`src/rtl/alu_seq_ctrl.sv`:
```
// alu_seq_ctrl: 16-bit sequential ALU controller with a valid/ready request side
// and a valid/ready result side. ADD/SUB saturate and XOR completes in one cycle.
// SLL/SRA/ROR shift one bit per cycle. The flags {N,V,Z} are updated only on
// the edge that enters DONE.
//
// Ports:
//   clk, rst_n           clock, asynchronous active-low reset
//   req_valid/req_ready  request handshake (ready only in IDLE)
//   opcode[3:0]          0 ADD, 1 SUB, 2 XOR, 4 SLL, 5 SRA, 6 ROR, others unsupported
//   a_in[15:0]           operand A / shift source
//   b_in[15:0]           operand B; b_in[3:0] is the shift amount
//   res_valid/res_ready  result handshake (valid only in DONE)
//   res_out[15:0]        registered result
//   flag_out[2:0]        registered flags {N,V,Z}
module alu_seq_ctrl (
    input  logic        clk,
    input  logic        rst_n,
    input  logic        req_valid,
    output logic        req_ready,
    input  logic [3:0]  opcode,
    input  logic [15:0] a_in,
    input  logic [15:0] b_in,
    output logic        res_valid,
    input  logic        res_ready,
    output logic [15:0] res_out,
    output logic [2:0]  flag_out
);

    localparam int unsigned DATA_W = 16;
    localparam int unsigned FLAG_W = 3;
    localparam int unsigned CNT_W  = 4;
    localparam int unsigned OP_W   = 4;

    localparam logic [OP_W-1:0] OP_ADD = 4'h0;
    localparam logic [OP_W-1:0] OP_SUB = 4'h1;
    localparam logic [OP_W-1:0] OP_XOR = 4'h2;
    localparam logic [OP_W-1:0] OP_SLL = 4'h4;
    localparam logic [OP_W-1:0] OP_SRA = 4'h5;
    localparam logic [OP_W-1:0] OP_ROR = 4'h6;

    localparam logic [DATA_W-1:0] SAT_POS = 16'h7FFF;
    localparam logic [DATA_W-1:0] SAT_NEG = 16'h8000;

    typedef enum logic [1:0] {
        S_IDLE  = 2'd0,
        S_SHIFT = 2'd1,
        S_DONE  = 2'd2
    } state_e;

    state_e              state_q, state_d;
    logic [OP_W-1:0]     op_q, op_d;
    logic [DATA_W-1:0]   sh_q, sh_d;
    logic [CNT_W-1:0]    cnt_q, cnt_d;
    logic [DATA_W-1:0]   res_q, res_d;
    logic [FLAG_W-1:0]   flag_q, flag_d;
    logic                req_ready_q, req_ready_d;
    logic                res_valid_q, res_valid_d;

    // One-bit shift step for the latched shift opcode.
    function automatic logic [DATA_W-1:0] shift1(input logic [OP_W-1:0] op,
                                                 input logic [DATA_W-1:0] v);
        logic [DATA_W-1:0] r;
        case (op)
            OP_SLL:  r = {v[DATA_W-2:0], 1'b0};
            OP_SRA:  r = {v[DATA_W-1], v[DATA_W-1:1]};
            default: r = {v[0], v[DATA_W-1:1]};
        endcase
        return r;
    endfunction

    // Sign-extended 17-bit sums: bit 16 is the true sign, so bit16 != bit15 means overflow.
    logic [DATA_W:0]   add_w, sub_w;
    logic              add_ovf, sub_ovf;
    logic [DATA_W-1:0] add_sat, sub_sat, xor_res, sh_next;

    always_comb begin
        add_w   = {a_in[DATA_W-1], a_in} + {b_in[DATA_W-1], b_in};
        sub_w   = {a_in[DATA_W-1], a_in} - {b_in[DATA_W-1], b_in};
        add_ovf = add_w[DATA_W] ^ add_w[DATA_W-1];
        sub_ovf = sub_w[DATA_W] ^ sub_w[DATA_W-1];
        add_sat = add_ovf ? (add_w[DATA_W] ? SAT_NEG : SAT_POS) : add_w[DATA_W-1:0];
        sub_sat = sub_ovf ? (sub_w[DATA_W] ? SAT_NEG : SAT_POS) : sub_w[DATA_W-1:0];
        xor_res = a_in ^ b_in;
        sh_next = shift1(op_q, sh_q);
    end

    // Next-state and register-update logic.
    always_comb begin
        state_d = state_q;
        op_d    = op_q;
        sh_d    = sh_q;
        cnt_d   = cnt_q;
        res_d   = res_q;
        flag_d  = flag_q;

        case (state_q)
            S_IDLE: begin
                if (req_valid) begin
                    op_d    = opcode;
                    state_d = S_DONE;
                    case (opcode)
                        OP_ADD: begin
                            res_d  = add_sat;
                            flag_d = {add_sat[DATA_W-1], add_ovf, add_sat == '0};
                        end
                        OP_SUB: begin
                            res_d  = sub_sat;
                            flag_d = {sub_sat[DATA_W-1], sub_ovf, sub_sat == '0};
                        end
                        OP_XOR: begin
                            res_d     = xor_res;
                            flag_d[0] = (xor_res == '0);
                        end
                        OP_SLL, OP_SRA, OP_ROR: begin
                            sh_d  = a_in;
                            cnt_d = b_in[CNT_W-1:0];
                            if (b_in[CNT_W-1:0] == '0) begin
                                res_d     = a_in;
                                flag_d[0] = (a_in == '0);
                            end else begin
                                state_d = S_SHIFT;
                            end
                        end
                        default: begin
                            res_d = '0;
                        end
                    endcase
                end
            end
            S_SHIFT: begin
                sh_d  = sh_next;
                cnt_d = cnt_q - CNT_W'(1);
                // Result and Z are committed only on the final step.
                if (cnt_q == CNT_W'(1)) begin
                    res_d     = sh_next;
                    flag_d[0] = (sh_next == '0);
                    state_d   = S_DONE;
                end
            end
            S_DONE: begin
                if (res_ready) begin
                    state_d = S_IDLE;
                end
            end
            default: begin
                state_d = S_IDLE;
            end
        endcase

        req_ready_d = (state_d == S_IDLE);
        res_valid_d = (state_d == S_DONE);
    end

    // State and datapath registers.
    always_ff @(posedge clk or negedge rst_n) begin
        if (!rst_n) begin
            state_q     <= S_IDLE;
            op_q        <= '0;
            sh_q        <= '0;
            cnt_q       <= '0;
            res_q       <= '0;
            flag_q      <= '0;
            req_ready_q <= 1'b1;
            res_valid_q <= 1'b0;
        end else begin
            state_q     <= state_d;
            op_q        <= op_d;
            sh_q        <= sh_d;
            cnt_q       <= cnt_d;
            res_q       <= res_d;
            flag_q      <= flag_d;
            req_ready_q <= req_ready_d;
            res_valid_q <= res_valid_d;
        end
    end

    assign req_ready = req_ready_q;
    assign res_valid = res_valid_q;
    assign res_out   = res_q;
    assign flag_out  = flag_q;

endmodule

```
`config.mk`:
```
export PLATFORM = sky130hd
export DESIGN_NAME = alu_seq_ctrl
export DESIGN_NICKNAME = d
export VERILOG_FILES = /design/src/rtl/alu_seq_ctrl.sv
export SDC_FILE = /design/constraint.sdc
export NUM_CORES = 1
export LEC_CHECK = 0
export ABC_AREA = 1
export CORE_ASPECT_RATIO = 1.2
export CORE_MARGIN = 5
export CORE_UTILIZATION = 55
export DETAILED_ROUTE_END_ITERATION = 10
export GPL_ROUTABILITY_DRIVEN = 0
export PLACE_DENSITY = 0.77
export SKIP_CTS_REPAIR_TIMING = 1
export SYNTH_ARGS = -nofsm -noshare
export SYNTH_HDL_FRONTEND = slang
export SYNTH_SLANG_ARGS = --single-unit
```
`constraint.sdc`:
```
create_clock -name clk -period 2.4 [get_ports clk]
set_clock_uncertainty 0.05 [all_clocks]
set_input_delay 0.72 -clock clk [delete_from_list [all_inputs] [get_ports clk]]
set_output_delay 0.72 -clock clk [all_outputs]
set_load 0.005 [all_outputs]
```
==> impl_metrics.tcl <==
set metrics [dict create \
    critPathMaxFanout 6 \
    yosysTopAreaCell "dfrtp_1" \
    cts_sinks 47 \
    grt_start_max_net_pins 43 \
    die_h_um 117.6 \
    netSwitchingPower_uw 2343 \
    drc 0 \
    grt_antenna_before_repair 0 \
    r2r-start "op_q[1]$_DFFE_PN0P_" \
    min_period_ps 3060 \
    overflow 0 \
    routed.top_layer "met4" \
    finalHoldViolCount 0 \
    max_slew_margin 0.5334 \
    synth_fa_ha_area_frac 0.08772 \
    hold_class "in2async" \
    worst_slew_pin_slew_ps 691.2 \
    start_kind "input pin" \
    grt_pass1_vias 6347 \
    wl_per_cell_um 17.30 \
    slew_viol_final 0 \
    synth_area_leaders "dfrtp_1 (22%), nand2_1 (19%), ha_1 (8.0%)" \
    clockBufferDepth 2 \
    sequentialPowerShare 0.257 \
    wl_mm 20.33 \
    rsz0062_at_grt "yes" \
    synth.top_cell.area_share 0.2169 \
    syn_inst 850 \
    synthSimpleGateAreaFrac 0.3629 \
    critPathCaptureType "register" \
    portBuffers 60 \
    crit_type "in2reg" \
    synthesis.area_mm2 0.005306 \
    finalSetupViolCount 19 \
    vias 6857 \
    switching_share 0.4257 \
    nets 1127 \
    worst_ep_required_time_ps 2530 \
    clk_latency_ps 290 \
    clkPwrFrac 0.140 \
    yosys_warnings 0 \
    antenna_left 0 \
    synthArstFlopShare 1.000 \
    grt_pass1_wl_mm 29.24 \
    cp_data_arrival_time_ps 3190 \
    dr_wl_met3_mm 1.742 \
    worst_slack_ps -659.7 \
    cts_htree_levels 2 \
    dp.cells 1150 \
    die_w_um 99.67 \
    io_pins 61 \
    dieArea_mm2 0.01172 \
    hpwl_mm 14.41 \
    utilization 0.8328 \
    vias_per_cell 5.836 \
    combPwrFrac 0.602 \
    met2_length_mm 9.788 \
    yosys.cell_types.count 51 \
    min_period_over_period 1.275 \
    synth.area.mux_share 0 \
    diodes 0 \
    fin_setup_tns_ps -9364 \
    dp_slack_ps -1213 \
    drt-met1-wl_mm 7.205 \
    rows 39 \
    synth_top_family_by_area "simple AND/OR/NAND/NOR gates" \
    seq_area_frac_synth 0.2219 \
    synth-compound-area-share 0.1667 \
    yosys.area_share.xor_xnor 0.03136 \
    critPathLaunch "a_in[0]" \
    p_int_uw 3161 \
    leakagePower_uw 0.004191 \
    cts_tree "built" \
    n_fill_cell 589 \
    ys.flop_type "dfrtp_1" \
    drt_iter0_markers 772 \
    synth_edf_count 0 \
    floorplan.initialDensity 0.5605 \
    status "complete, but fails checks" \
    syn_avg_cell_area_um2 6.243 \
    synth-seq-cells 47 \
    cts_made_buffers 5 \
    drtPass1Iterations 6 \
    cts.clk_slew.worst_paths_ps 60 \
    syn-num-nets 926 \
    cts_root_buffer "clkbuf_16" \
    max_freq_mhz 326.8 \
    drv_cap 0 \
    grtUsageTotal 0.3019 \
    instances_no_fill 1175 \
    violations "negative setup slack" \
    core-area_mm2 0.009467 \
    p_per_area_mw_per_mm2 698.1 \
    peakVddDrop_v 0.0003603 \
    syn_to_final_growth_pct 48.57 \
    final_layout_size_suffix_gt1_frac 0.3270 \
]
cell type report:
cell class	count	area [um2]	share of cell area
Inverter	116	459.2	0.05824
Timing Repair Buffer	230	1969	0.2498
Clock inverter	1	30.03	0.003809
Tap cell	123	153.9	0.01952
Clock buffer	7	132.6	0.01682
Timing Repair inverter	1	8.758	0.001111
Multi-Input combinational cell	650	3953	0.5013
Sequential cell	47	1177	0.1493
metal layers:
metal	up-vias	GRT usage
met3	158	0.04624
met5	-	0
met1	3058	0.3523
met4	0	0.1640
li1	3139	-
met2	502	0.5205
through the flow:
step	instance area, um2	power (uW)	hold slack, ps
5_1_grt	7884	5883	377.8
4_1_cts	7216	5164	356.5
2_1_floorplan	5381	3073	374.4
3_3_place_gp	7053	4241	409.7
6_report	7884	5504	335.0
3_5_place_dp	7053	4357	409.3
cell usage in the layout (no fill, tap or decap), drive strengths merged, types with 2 or more instances in the layout:
cell type / synthesis / final
nand2: 291 / 291
buf: 23 / 172
inv: 114 / 114
nor2: 66 / 66
nand3: 61 / 61
o21ai: 57 / 57
dfrtp: 46 / 46
a21oi: 41 / 41
ha: 34 / 34
clkdlybuf4s50: 0 / 27
dlymetal6s2s: 0 / 25
xor2: 18 / 18
nor3: 13 / 13
clkbuf: 14 / 13
a31oi: 12 / 12
o211ai: 11 / 11
o22ai: 7 / 7
nor4: 6 / 6
or2: 5 / 5
o21bai: 4 / 4
o2111ai: 4 / 4
nand4: 4 / 4
clkinv: 2 / 3
a21boi: 3 / 3
fa: 2 / 2
worst max-delay path, stage by stage:
cell,delay (ps)
buf_6,100
buf_6,130
inv_16,50
ha_4,110
inv_2,40
fa_2,360
nand2_2,70
nand2_2,60
nand3_2,60
nand2_2,70
nand2_2,110
buf_4,130
nand3_4,60
nand2_4,120
nor2_4,90
o311ai_0,630
buf_4,220
nand2_1,40
power by group through the flow:
stage | clock network [uW] | registers, uW | logic [uW]
global route | 825 | 1460 | 3600
global placement | 0 | 1390 | 2850
finish | 773 | 1420 | 3310
detailed placement | 0 | 1420 | 2940
CTS | 781 | 1410 | 2970
floorplan | 0 | 1380 | 1690
logic make-up after synthesis:
logic type               Yosys count
AO/OA/AOI/OAI                    147
flip-flops                        47
XOR/XNOR                          19
buffers and inverters            153
AND/OR/NAND/NOR                  448
adder cells (fa/ha/maj)           36
sequential cells by signal (all words and copies together) (netlist names):
name / count
res_out: 16
res_valid: 1
cnt_q: 4
req_ready: 1
flag_out: 3
state_q: 2
op_q: 4
sh_q: 16
cell usage after synthesis (6+ instances only):
cell,n
inv_1,102
clkbuf_1,14
nand2_2,15
o22ai_1,7
a21oi_2,6
o21ai_0,50
a21oi_1,34
ha_1,34
nand2_1,273
dfrtp_1,46
nand3_1,58
o21ai_1,6
nor2_1,63
inv_2,12
nor4_1,6
o211ai_1,11
nor3_1,11
buf_6,12
xor2_1,18
a31oi_1,12
worst paths after layout:
| kind | end | cells past startpoint | slack [ps] |
|---|---|---|---|
| max | flag_out[1]$_DFFE_PN0P_ | 18 | -660 |
| min | cnt_q[3]$_DFFE_PN0P_ | 1 | 340 |
| max reg2reg | flag_out[0]$_DFFE_PN0P_ | 8 | 130 |
| min reg2reg | res_out[1]$_DFFE_PN0P_ | 2 | 420 |
| max in group asynchronous | flag_out[0]$_DFFE_PN0P_ | 2 | 1350 |
| min in group clk | res_out[1]$_DFFE_PN0P_ | 2 | 420 |
(Power assumes the default switching activity.)
